**config.mk**
```make
export PLATFORM = sky130hd
export DESIGN_NAME = sh7604_intc
export DESIGN_NICKNAME = d
export VERILOG_FILES = /design/src/rtl/sh7604_intc.sv
export SDC_FILE = /design/constraint.sdc
export NUM_CORES = 1
export LEC_CHECK = 0
export ABC_AREA = 1
export CAP_MARGIN = 40
export CORE_UTILIZATION = 52
export DETAILED_ROUTE_END_ITERATION = 8
export MAX_ROUTING_LAYER = met4
export PLACE_DENSITY = 0.85
export SLEW_MARGIN = 10
export SYNTH_ARGS = -nofsm -noshare
export SYNTH_HDL_FRONTEND = slang
export SYNTH_SLANG_ARGS = --single-unit
```
**constraint.sdc**
```tcl
create_clock -name clk -period 15.8 [get_ports clk]
set_input_delay 3.16 -clock clk [delete_from_list [all_inputs] [get_ports clk]]
set_output_delay 3.16 -clock clk [all_outputs]
set_load 0.05 [all_outputs]
```
**src/rtl/sh7604_intc.sv**
```systemverilog
// sh7604_intc: SH7604 interrupt controller with NMI/IRL/peripheral arbitration and an IBUS register window.
module sh7604_intc (
  input  logic        clk,
  input  logic        rst_n,
  input  logic        ce_r,
  input  logic        ce_f,
  input  logic        en,
  input  logic        res_n,
  input  logic        nmi_n,
  input  logic [3:0]  irl_n,
  input  logic [7:0]  irl_vec,
  input  logic        divu_irq,
  input  logic [7:0]  divu_vec,
  input  logic        dmac_irq,
  input  logic [7:0]  dmac_vec,
  input  logic        wdt_irq,
  input  logic        frt_irq,
  input  logic [31:0] ibus_a,
  input  logic [31:0] ibus_di,
  output logic [31:0] ibus_do,
  input  logic [3:0]  ibus_ba,
  input  logic        ibus_we,
  input  logic        ibus_req,
  output logic        ibus_busy,
  output logic        ibus_act,
  output logic        int_req,
  output logic        int_nmi,
  output logic [3:0]  int_lvl,
  output logic [7:0]  int_vec,
  input  logic        int_ack
);
  typedef struct packed {
    logic        nmie;
    logic        vecmd;
    logic [11:0] ipra;
    logic [6:0]  vcrwdt;
    logic [3:0]  iprb;
    logic [6:0]  vcrd;
    logic        nmi_s;
    logic        nmi_v;
    logic        nmi_pend;
    logic [3:0]  irl_s1;
    logic [3:0]  irl_s2;
    logic [3:0]  irl_p;
    logic [3:0]  irl_lvl;
    logic        req;
    logic        nmi;
    logic [3:0]  lvl;
    logic [7:0]  vec;
    logic [31:0] rd;
  } state_t;

  function automatic state_t rst_state();
    state_t r;
    r = '0;
    r.nmi_s = 1'b1;
    r.irl_s1 = 4'hF;
    r.irl_s2 = 4'hF;
    r.irl_p = 4'hF;
    return r;
  endfunction

  state_t s, n;
  logic h_ee0, h_ee4, h_e60, h_e68, hit, nmi_edge, unused;
  logic [31:0] rdata;
  logic [3:0] src_lvl [5];
  logic [7:0] src_vec [5];
  logic [3:0] b_lvl;
  logic [7:0] b_vec;

  assign h_ee0 = ibus_a[31:2] == 30'h3FFFFFB8;
  assign h_ee4 = ibus_a[31:2] == 30'h3FFFFFB9;
  assign h_e60 = ibus_a[31:2] == 30'h3FFFFF98;
  assign h_e68 = ibus_a[31:2] == 30'h3FFFFF9A;
  assign hit = h_ee0 | h_ee4 | h_e60 | h_e68;
  assign unused = ^{ibus_a[1:0], ibus_di[31], ibus_di[23:17], ibus_di[3:0]};

  assign rdata = h_ee0 ? {nmi_n, 6'b0, s.nmie, 7'b0, s.vecmd, s.ipra, 4'b0} :
                 h_ee4 ? {1'b0, s.vcrwdt, 24'b0} :
                 h_e60 ? {4'b0, s.iprb, 24'b0} :
                 h_e68 ? {1'b0, s.vcrd, 24'b0} : '0;

  // No edge is reported until one post-reset sample has been taken (nmi_v).
  assign nmi_edge = s.nmi_v & (s.nmie ? (~s.nmi_s & nmi_n) : (s.nmi_s & ~nmi_n));

  assign src_lvl[0] = s.irl_lvl;
  assign src_vec[0] = s.vecmd ? irl_vec : {5'b01000, s.irl_lvl[3:1]};
  assign src_lvl[1] = divu_irq ? s.ipra[11:8] : 4'd0;
  assign src_vec[1] = divu_vec;
  assign src_lvl[2] = dmac_irq ? s.ipra[7:4] : 4'd0;
  assign src_vec[2] = dmac_vec;
  assign src_lvl[3] = wdt_irq ? s.ipra[3:0] : 4'd0;
  assign src_vec[3] = {1'b0, s.vcrwdt};
  assign src_lvl[4] = frt_irq ? s.iprb : 4'd0;
  assign src_vec[4] = {1'b0, s.vcrd};

  // Strict comparison keeps the earlier source on ties.
  always_comb begin
    b_lvl = '0;
    b_vec = '0;
    for (int i = 0; i < 5; i++) begin
      if (src_lvl[i] > b_lvl) begin
        b_lvl = src_lvl[i];
        b_vec = src_vec[i];
      end
    end
  end

  always_comb begin
    n = s;
    if (ce_r && ibus_req && ibus_we) begin
      if (h_ee0 && ibus_ba[3]) n.nmie = ibus_di[24];
      if (h_ee0 && ibus_ba[2]) n.vecmd = ibus_di[16];
      if (h_ee0 && ibus_ba[1]) n.ipra[11:4] = ibus_di[15:8];
      if (h_ee0 && ibus_ba[0]) n.ipra[3:0] = ibus_di[7:4];
      if (h_ee4 && ibus_ba[3]) n.vcrwdt = ibus_di[30:24];
      if (h_e60 && ibus_ba[3]) n.iprb = ibus_di[27:24];
      if (h_e68 && ibus_ba[3]) n.vcrd = ibus_di[30:24];
    end
    if (ce_r && en) begin
      n.nmi_s = nmi_n;
      n.nmi_v = 1'b1;
      n.nmi_pend = nmi_edge | (s.nmi_pend & ~(int_ack & s.nmi));
      n.irl_s1 = irl_n;
      n.irl_s2 = s.irl_s1;
      n.irl_p = s.irl_s2;
      n.irl_lvl = (s.irl_s2 == s.irl_p) ? ~s.irl_s2 : s.irl_lvl;
      n.req = n.nmi_pend | (b_lvl != 4'd0);
      n.nmi = n.nmi_pend;
      n.lvl = n.nmi_pend ? 4'd15 : b_lvl;
      n.vec = n.nmi_pend ? 8'd11 : b_vec;
    end
    if (ce_f) n.rd = rdata;
    if (ce_r && !res_n) n = rst_state();
  end

  always_ff @(posedge clk or negedge rst_n)
    if (!rst_n) s <= rst_state();
    else s <= n;

  assign ibus_do = hit ? s.rd : '0;
  assign ibus_act = hit;
  assign ibus_busy = 1'b0;
  assign int_req = s.req;
  assign int_nmi = s.nmi;
  assign int_lvl = s.lvl;
  assign int_vec = s.vec;
endmodule

```
Word-level counts from Yosys, hierarchy flattened
Cells that the tools add are included.

storage, ports and cells
  flip-flop bits (word level) = 97
  word-level logic and storage cells = 110
  output and inout bits = 48
  input bits = 110

cells by class
  reduce and logical (&&, ||, !) cells = 32
  eq/ne operators = 5
  multiplexer cells = 35
  order comparisons = 5
  bitwise gates (word level) = 14

operators by type and width
  cell                    number
  $mux W32                4
  $eq A30 B30 Y1 const B  4
  $mux W97                1
  $mux W31                3
  $mux W8                 8
  $mux W4                 13
  $mux W33                1
  $reduce_bool A2 Y1      11
  $gt A4 B4 Y1            4
  $reduce_and A2 Y1       8
  $mux W7                 2
  $logic_and A1 B1 Y1     11
  $and A1 B1 Y1           5
  $or A1 B1 Y1            5
  $eq A4 B4 Y1            1
  $gt A4 B1 Y1 const B    1
  $not A4 Y4              1
  $reduce_bool A4 Y1      1
  $mux W1                 3
  $not A1 Y1              3
  $logic_not A1 Y1        1

Logic depth before layout (Yosys ltp)
Gate-level depths: netlist (run 1).

  word-level depth = 14
  depth in mapped cells = 47
  depth with buffers taken out = 45

Least setup slack after synthesis (run 1)
Ideal clock, no wire load.

  path kind = input to output
  start point = input port ibus_a[26]
  end point = output port ibus_do[10]
  buffers on the path = 1
  stages on the path = 11
  arrival = 5544 ps
  setup slack = 7096 ps
  data required time = 12640 ps
  cell sequence = nand2_1 nor4_1 nand3_1 nor3_1 nand4_1 nor2_1 nor2_1 nand2_1 inv_1 clkbuf_1 nor2_1

on the way
  cells in the longest elaborated chain, start to end = 5
  elaborated cells between the ends (all ways) = 8
  classes of those cells = eq/ne: 4; mux: 1; bitwise: 3

ends and longest elaborated chain
  element                                   line    RTL
  from (decl)                               18      input logic [31:0] ibus_a,
  $eq A30 B30 Y1, on equally long branches  71, 72
  $or A1 B1 Y1 (2 in a row)                 75      assign hit = h_ee0 | h_ee4 | h_e60 | h_e68;
  $or A1 B1 Y1 (*)                          75
  net ibus_act                              25      output logic ibus_act,
  $mux W32 (*)                              141     assign ibus_do = hit ? s.rd : '0;
  to (decl)                                 20      output logic [31:0] ibus_do,

The timed path passes the listed nets; every way through them passes the cells marked *.

Worst setup path after layout (run 1)
  start point = input port ibus_a[26]
  end point = output port ibus_do[25]

on the way
  cells in the longest elaborated chain, start to end = 5
  elaborated cells between the ends (all ways) = 8
  classes of those cells = eq/ne: 4; mux: 1; bitwise: 3

ends and longest elaborated chain
  element                                   line
  $eq A30 B30 Y1, on equally long branches  71, 72
  $or A1 B1 Y1 (2 in a row)                 75
  $or A1 B1 Y1 (*)                          75
  $mux W32 (*)                              141

Mark *: on every way between the ends. The rest lies on a longest branch, timed or not.

==> flow_metrics.py, run 1 <==
metrics = {
    "run_status": {
        "status": "finished clean",
    },
    "critical_path": {
        "cp_cell_sequence": "clkdlybuf4s50_1 -> nand2_1 -> nor4_1 -> nand3_1 -> nor3_1 -> nand4_1 -> nor2_1 -> nor2_1 -> nand2_1 -> inv_1 -> nor2_1 -> clkdlybuf4s50_1",
        "worst_ep_arrival_time_ns": 6.51,
        "critPathSlowestCell": "clkdlybuf4s50_1",
        "crit_buf_inv": 3,
        "critical-path-top-delay-family": "simple AND/OR/NAND/NOR gates",
        "crit_type": "input pin to output pin",
        "crit_top_cell": "nor2_1",
        "reg2reg_slack_ns": 9.90,
        "cpPeakStageDelay_ns": 0.85,
        "start_kind": "input pin",
        "cp.required_ns": 12.64,
        "end_kind": "output pin",
        "cp_max_fo": 21,
    },
    "hold_path": {
        "hold_class": "register to register",
    },
    "final_layout": {
        "antenna_cells": 0,
        "synthToLayoutAreaGrowth_pct": 28.3,
        "final_nets": 958,
        "drive_gt1_share_pct": 7.02,
    },
    "yosys": {
        "synthMuxAreaShare_pct": 0,
        "yosys.area.top_type": "dfrtp_1",
        "synth_fa_ha_area_share_pct": 3.10,
        "synth.avg_cell_area_um2": 7.28,
        "synth_area_um2": 5250,
        "synth_simple_gate_area_share_pct": 26.8,
        "synth_top_family_by_area": "simple AND/OR/NAND/NOR gates",
        "synth_xor_area_share_pct": 0.668,
        "yosysSeqAreaShare_pct": 40.9,
        "yosys-top-cells-count": "nand2_1, inv_1, dfrtp_1, o21ai_0, nor2_1",
        "synth_top_area_share_pct": 34.3,
        "syn_inst": 721,
        "ys_ff_latch": 85,
        "synth_flop_cell": "dfrtp_1",
        "yosys.cell_types.count": 40,
        "synth.top_cells.by_area": "dfrtp_1, nand2_1, inv_1, dfstp_2, o21ai_0",
        "synth_enable_flop_cells": 0,
        "synthArstFlopShare_pct": 100,
        "synth_compound_area_share_pct": 14.4,
        "yosysMostFrequentCell": "nand2_1",
        "yosys_warnings": 0,
    },
    "sta": {
        "tightest_slew_ns": 0.808,
        "skew_ns": 0.0144,
        "hold_viol": 0,
        "hold_ws_ns": 0.482,
        "rsz0062_at_grt": "false",
        "setup_violations": 0,
        "slew_viol_final": 0,
        "tns_ns": 0,
        "slew_headroom_pct": 45.6,
        "fmax_mhz": 103,
        "period_needed_ns": 9.67,
        "finalCritPeriodShare_pct": 61.2,
    },
    "detailed_routing": {
        "ant_nets": 0,
        "first_pass_iters": 4,
        "viasPerCell": 5.28,
        "first_iter_violations": 348,
        "routed_wl_um": 14200,
        "wire_per_inst_um": 14.6,
        "drc": 0,
        "vias": 5141,
    },
    "placed_design": {
        "gp_congestion": 0.867,
        "dp_hpwl_um": 11300,
        "port-buffer-count": 131,
    },
    "run": {
        "drv_cap": 0,
    },
    "pwr": {
        "power_uw": 858,
        "p_leak_uw": 0.00327,
        "powerDensity_nw_per_um2": 127,
        "ir_drop_mv": 0.0800,
    },
    "floorplan": {
        "ios": 158,
        "die_area_um2": 10500,
        "start_util_pct": 53.7,
        "rows": 36,
        "chipHeight_um": 102,
        "core_um2": 9770,
        "dieWidth_um": 102,
    },
    "global_routing": {
        "grt_pass1_vias": 4886,
        "overflow": 0,
        "grt_max_degree": 47,
        "antenna_found_initial": 0,
        "grt_usage_pct": 29.4,
        "grt_pass1_wl_um": 22600,
    },
    "clock_network": {
        "clock_latency_ns": 0.38,
        "cts_buffers": 9,
        "root_buffer": "clkbuf_8",
        "postCtsSetupRepairBufs": 0,
        "cts_hold_buffers": 0,
        "post_cts_resized": 0,
        "cts_tree": "yes",
        "clockBufferDepth": 2,
        "clkSinkCount": 85,
        "clkTransAtPathRegs_ns": 0.08,
        "htree_levels": 3,
    },
}
-- state kept, by name, summed over array words and instances (netlist names) --
| register | count |
|---|---|
| int_lvl | 4 |
| int_req | 1 |
| int_vec | 8 |
| s | 72 |
-- layer usage --
metal / wire length (um) / vias up / global-route usage, %
met2: 7150 / 183 / 49.3
met3: 974 / 22 / 3.21
met5: 0 / - / -
met1: 5830 / 2425 / 36.3
li1: - / 2511 / -
met4: 267 / 0 / 11.5
-- path summary, 6_finish.rpt --
| check | start | end | cells past startpoint |
|---|---|---|---|
| hold reg to reg | s[59] | s[59] | 2 |
| hold / removal | s[59] | s[59] | 2 |
| setup reg to reg | s[94] | int_req | 41 |
| min in group asynchronous | rst_n | int_vec[4] | 1 |
| max in group asynchronous | rst_n | s[5] | 2 |
| setup / recovery | ibus_a[26] | ibus_do[25] | 12 |
-- cell usage in the layout (no fill, tap or decap), drive strengths merged, types with 7 or more instances in the layout --
cell           instances
clkbuf                12
a21oi                 21
o211ai                 9
ha                    13
nor2                  57
nand3                 57
inv                  124
nor4                   9
clkdlybuf4s50        130
dfstp                 13
nand2                175
conb                  12
o21ai                 62
o22ai                 18
nand4                  8
dfrtp                 72
buf                    7
-- cell type report --
cell class	count	area (um2)
Clock inverter	4	25.0
Fill cell	844	3040
Tap cell	133	166
Multi-Input combinational cell	476	2400
Inverter	126	473
Timing Repair Buffer	137	1370
Clock buffer	12	145
Sequential cell	85	2140
-- metrics by stage --
stage / utilization (%) / cells / setup WS [ns] / cell area (um2)
final: 68.9 / 973 / 6.13 / 6730
after detailed placement: 67.1 / 957 / 6.14 / 6560
after CTS: 68.9 / 973 / 6.10 / 6730
after global routing: 68.9 / 973 / 5.89 / 6730
after floorplan: - / 732 / 7.10 / 5290
after global placement: 66.6 / 953 / 6.18 / 6510
-- logic make-up after synthesis --
family / Yosys count
compound gates: 129
flops: 85
simple gates: 318
fa+ha+maj: 13
xor+xnor: 4
other cells: 1
buf+inv: 171
-- tightest hold or removal path, delay by kind of cell, from the launching register on --
family / cells / cell delay [ns]
compound gates: 1 / 0.06
buf+inv: 1 / 0.06
flops: 1 / 0.37
-- power by group --
part           switching [uW]  internal, uW
registers                16.6           246
logic                     308           148
clock network            79.2          61.0
total                     403           454
No activity file was read; power rests on OpenSTA's default activity.
==> run 2: changes to the inputs <==
--- a/config.mk
+++ b/config.mk
@@ -7,10 +7,10 @@
 export LEC_CHECK = 0
 export ABC_AREA = 1
 export CAP_MARGIN = 40
-export CORE_UTILIZATION = 52
+export CORE_UTILIZATION = 48
 export DETAILED_ROUTE_END_ITERATION = 8
 export MAX_ROUTING_LAYER = met4
-export PLACE_DENSITY = 0.85
+export PLACE_DENSITY = 0.79
 export SLEW_MARGIN = 10
 export SYNTH_ARGS = -nofsm -noshare
 export SYNTH_HDL_FRONTEND = slang
==> constraint.sdc (replaced) <==
create_clock -name clk -period 9.5 [get_ports clk]
set_input_delay 1.9 -clock clk [delete_from_list [all_inputs] [get_ports clk]]
set_output_delay 1.9 -clock clk [all_outputs]
set_load 0.05 [all_outputs]
==> run 2 against run 1 <==
- worst setup slack worse by 4.2 ns
- via count is 0.19% higher
- non-clock buffer count is 1 lower
- clock power is 91% higher
- sequential share of layout area is 0.11 points lower
- hold slack better by 0.011 ns
- power is 69% higher
- count of clock-buffer cells in the layout is 3 lower
- sequential power is 66% higher
- final cell count is 0.21% higher
==> flow_metrics.py, run 2 (synthesized netlist as in run 1, its figures left out) <==
metrics = {
    "clock_network": {
        "root_buffer": "clkbuf_8",
        "cts_buffers": 9,
        "cts_hold_buffers": 0,
        "clock_latency_ns": 0.38,
        "clkTransAtPathRegs_ns": 0.09,
        "cts_tree": "yes",
        "clkSinkCount": 85,
        "post_cts_resized": 0,
        "htree_levels": 3,
        "postCtsSetupRepairBufs": 0,
        "clockBufferDepth": 2,
    },
    "floorplan": {
        "core_um2": 10500,
        "ios": 158,
        "start_util_pct": 50.1,
        "dieWidth_um": 107,
        "chipHeight_um": 107,
        "die_area_um2": 11400,
        "rows": 37,
    },
    "critical_path": {
        "cpPeakStageDelay_ns": 0.52,
        "reg2regPathDepth": 41,
        "worst_ep_arrival_time_ns": 7.83,
        "path_depth": 39,
        "crit_type": "input pin to register",
        "end_kind": "register",
        "crit_buf_inv": 10,
        "cp_max_fo": 23,
        "cp.required_ns": 9.81,
        "endpoint": "int_req",
        "r2r-end": "int_req",
        "crit_path_start": "divu_irq",
        "critPathSlowestCell": "clkdlybuf4s50_1",
        "reg2reg_from": "s[93]",
        "crit_top_cell": "nand2_1",
        "reg2reg_slack_ns": 3.57,
        "critical-path-top-delay-family": "simple AND/OR/NAND/NOR gates",
        "start_kind": "input pin",
    },
    "placed_design": {
        "port-buffer-count": 131,
        "dp_hpwl_um": 11100,
        "place_ws_ns": 1.70,
        "gp_congestion": 0.895,
    },
    "final_layout": {
        "synthToLayoutAreaGrowth_pct": 28.7,
        "final_common_cell": "nand2_1",
        "antenna_cells": 0,
        "max_flop_register": "s",
        "fillers": 929,
        "largest_reg_flops": 72,
        "final_nets": 957,
        "drive_gt1_share_pct": 7.15,
        "most-common-layout-cells": "nand2_1, clkdlybuf4s50_1, inv_1",
    },
    "sta": {
        "period_needed_ns": 7.52,
        "tightest_slew_ns": 0.899,
        "rsz0062_at_grt": "false",
        "hold_viol": 0,
        "fmax_mhz": 133,
        "slew_viol_final": 0,
        "hold_ws_ns": 0.494,
        "skew_ns": 0.00822,
        "finalCritPeriodShare_pct": 79.2,
        "slew_headroom_pct": 40.0,
        "tns_ns": 0,
        "setup_violations": 0,
        "setup_slack_ns": 1.98,
    },
    "detailed_routing": {
        "vias": 5151,
        "viasPerCell": 5.28,
        "first_iter_violations": 305,
        "wire_per_inst_um": 14.6,
        "ant_nets": 0,
        "routed_wl_um": 14200,
        "drc": 0,
        "first_pass_iters": 4,
    },
    "global_routing": {
        "grt_usage_pct": 27.0,
        "grt_pass1_wl_um": 23300,
        "overflow": 0,
        "grt_pass1_vias": 5070,
        "grt_max_degree": 52,
        "antenna_found_initial": 0,
    },
    "run_status": {
        "status": "finished clean",
    },
    "hold_path": {
        "hold_class": "register to register",
        "worstHoldStart": "int_vec[1]",
    },
    "pwr": {
        "ir_drop_mv": 0.102,
        "p_leak_uw": 0.00328,
        "powerDensity_nw_per_um2": 214,
    },
    "run": {
        "drv_cap": 0,
    },
}
## run 2: stage by stage
step / area (um2) / std cells / total power [uW] / util [%]
3_3_place_gp: 6510 / 956 / 1150 / 62.3
5_1_grt: 6750 / 975 / 1550 / 64.6
2_1_floorplan: 5290 / 732 / 1000 / -
4_1_cts: 6750 / 974 / 1440 / 64.5
3_5_place_dp: 6550 / 958 / 1180 / 62.6
6_report: 6750 / 975 / 1450 / 64.6
## run 2: report_power, final
group | switching, uW | internal (uW)
combinational | 497 | 245
sequential | 27.6 | 408
clock | 144 | 123
## run 2: worst register-to-register path: cells and delay by family, from the launching register on
family | cells | cell delay, ns
AOI/OAI and AO/OA | 3 | 0.70
buffers and inverters | 10 | 0.86
adders and majority gates | 4 | 1.21
DFF | 1 | 0.41
and+or+nand+nor | 24 | 2.67
## run 2: how the worst min path moves through the flow
stage | slack (ns) | to | cells after the start
after global placement | 0.47 | s[63] | 2
after detailed placement | 0.47 | s[63] | 2
after floorplan | 0.45 | int_vec[0] | 2
after global routing | 0.50 | s[63] | 2
final | 0.49 | int_vec[1] | 2
after CTS | 0.49 | s[61] | 2
## run 2: final cells by class
cell class	instances	area (um2)	area share, %
Clock buffer	9	124	1.83
Clock inverter	7	73.8	1.09
Inverter	126	473	7.00
Multi-Input combinational cell	476	2400	35.6
Sequential cell	85	2140	31.7
Tap cell	136	170	2.52
Timing Repair Buffer	136	1370	20.2
## run 2: layer usage
layer | global-route usage, % | share of wire [%] | routed length [um]
met1 | 32.2 | 41 | 5860
met3 | 4.90 | 6.5 | 925
met4 | 7.93 | 1.4 | 193
met2 | 46.6 | 51 | 7240
met5 | - | 0 | 0
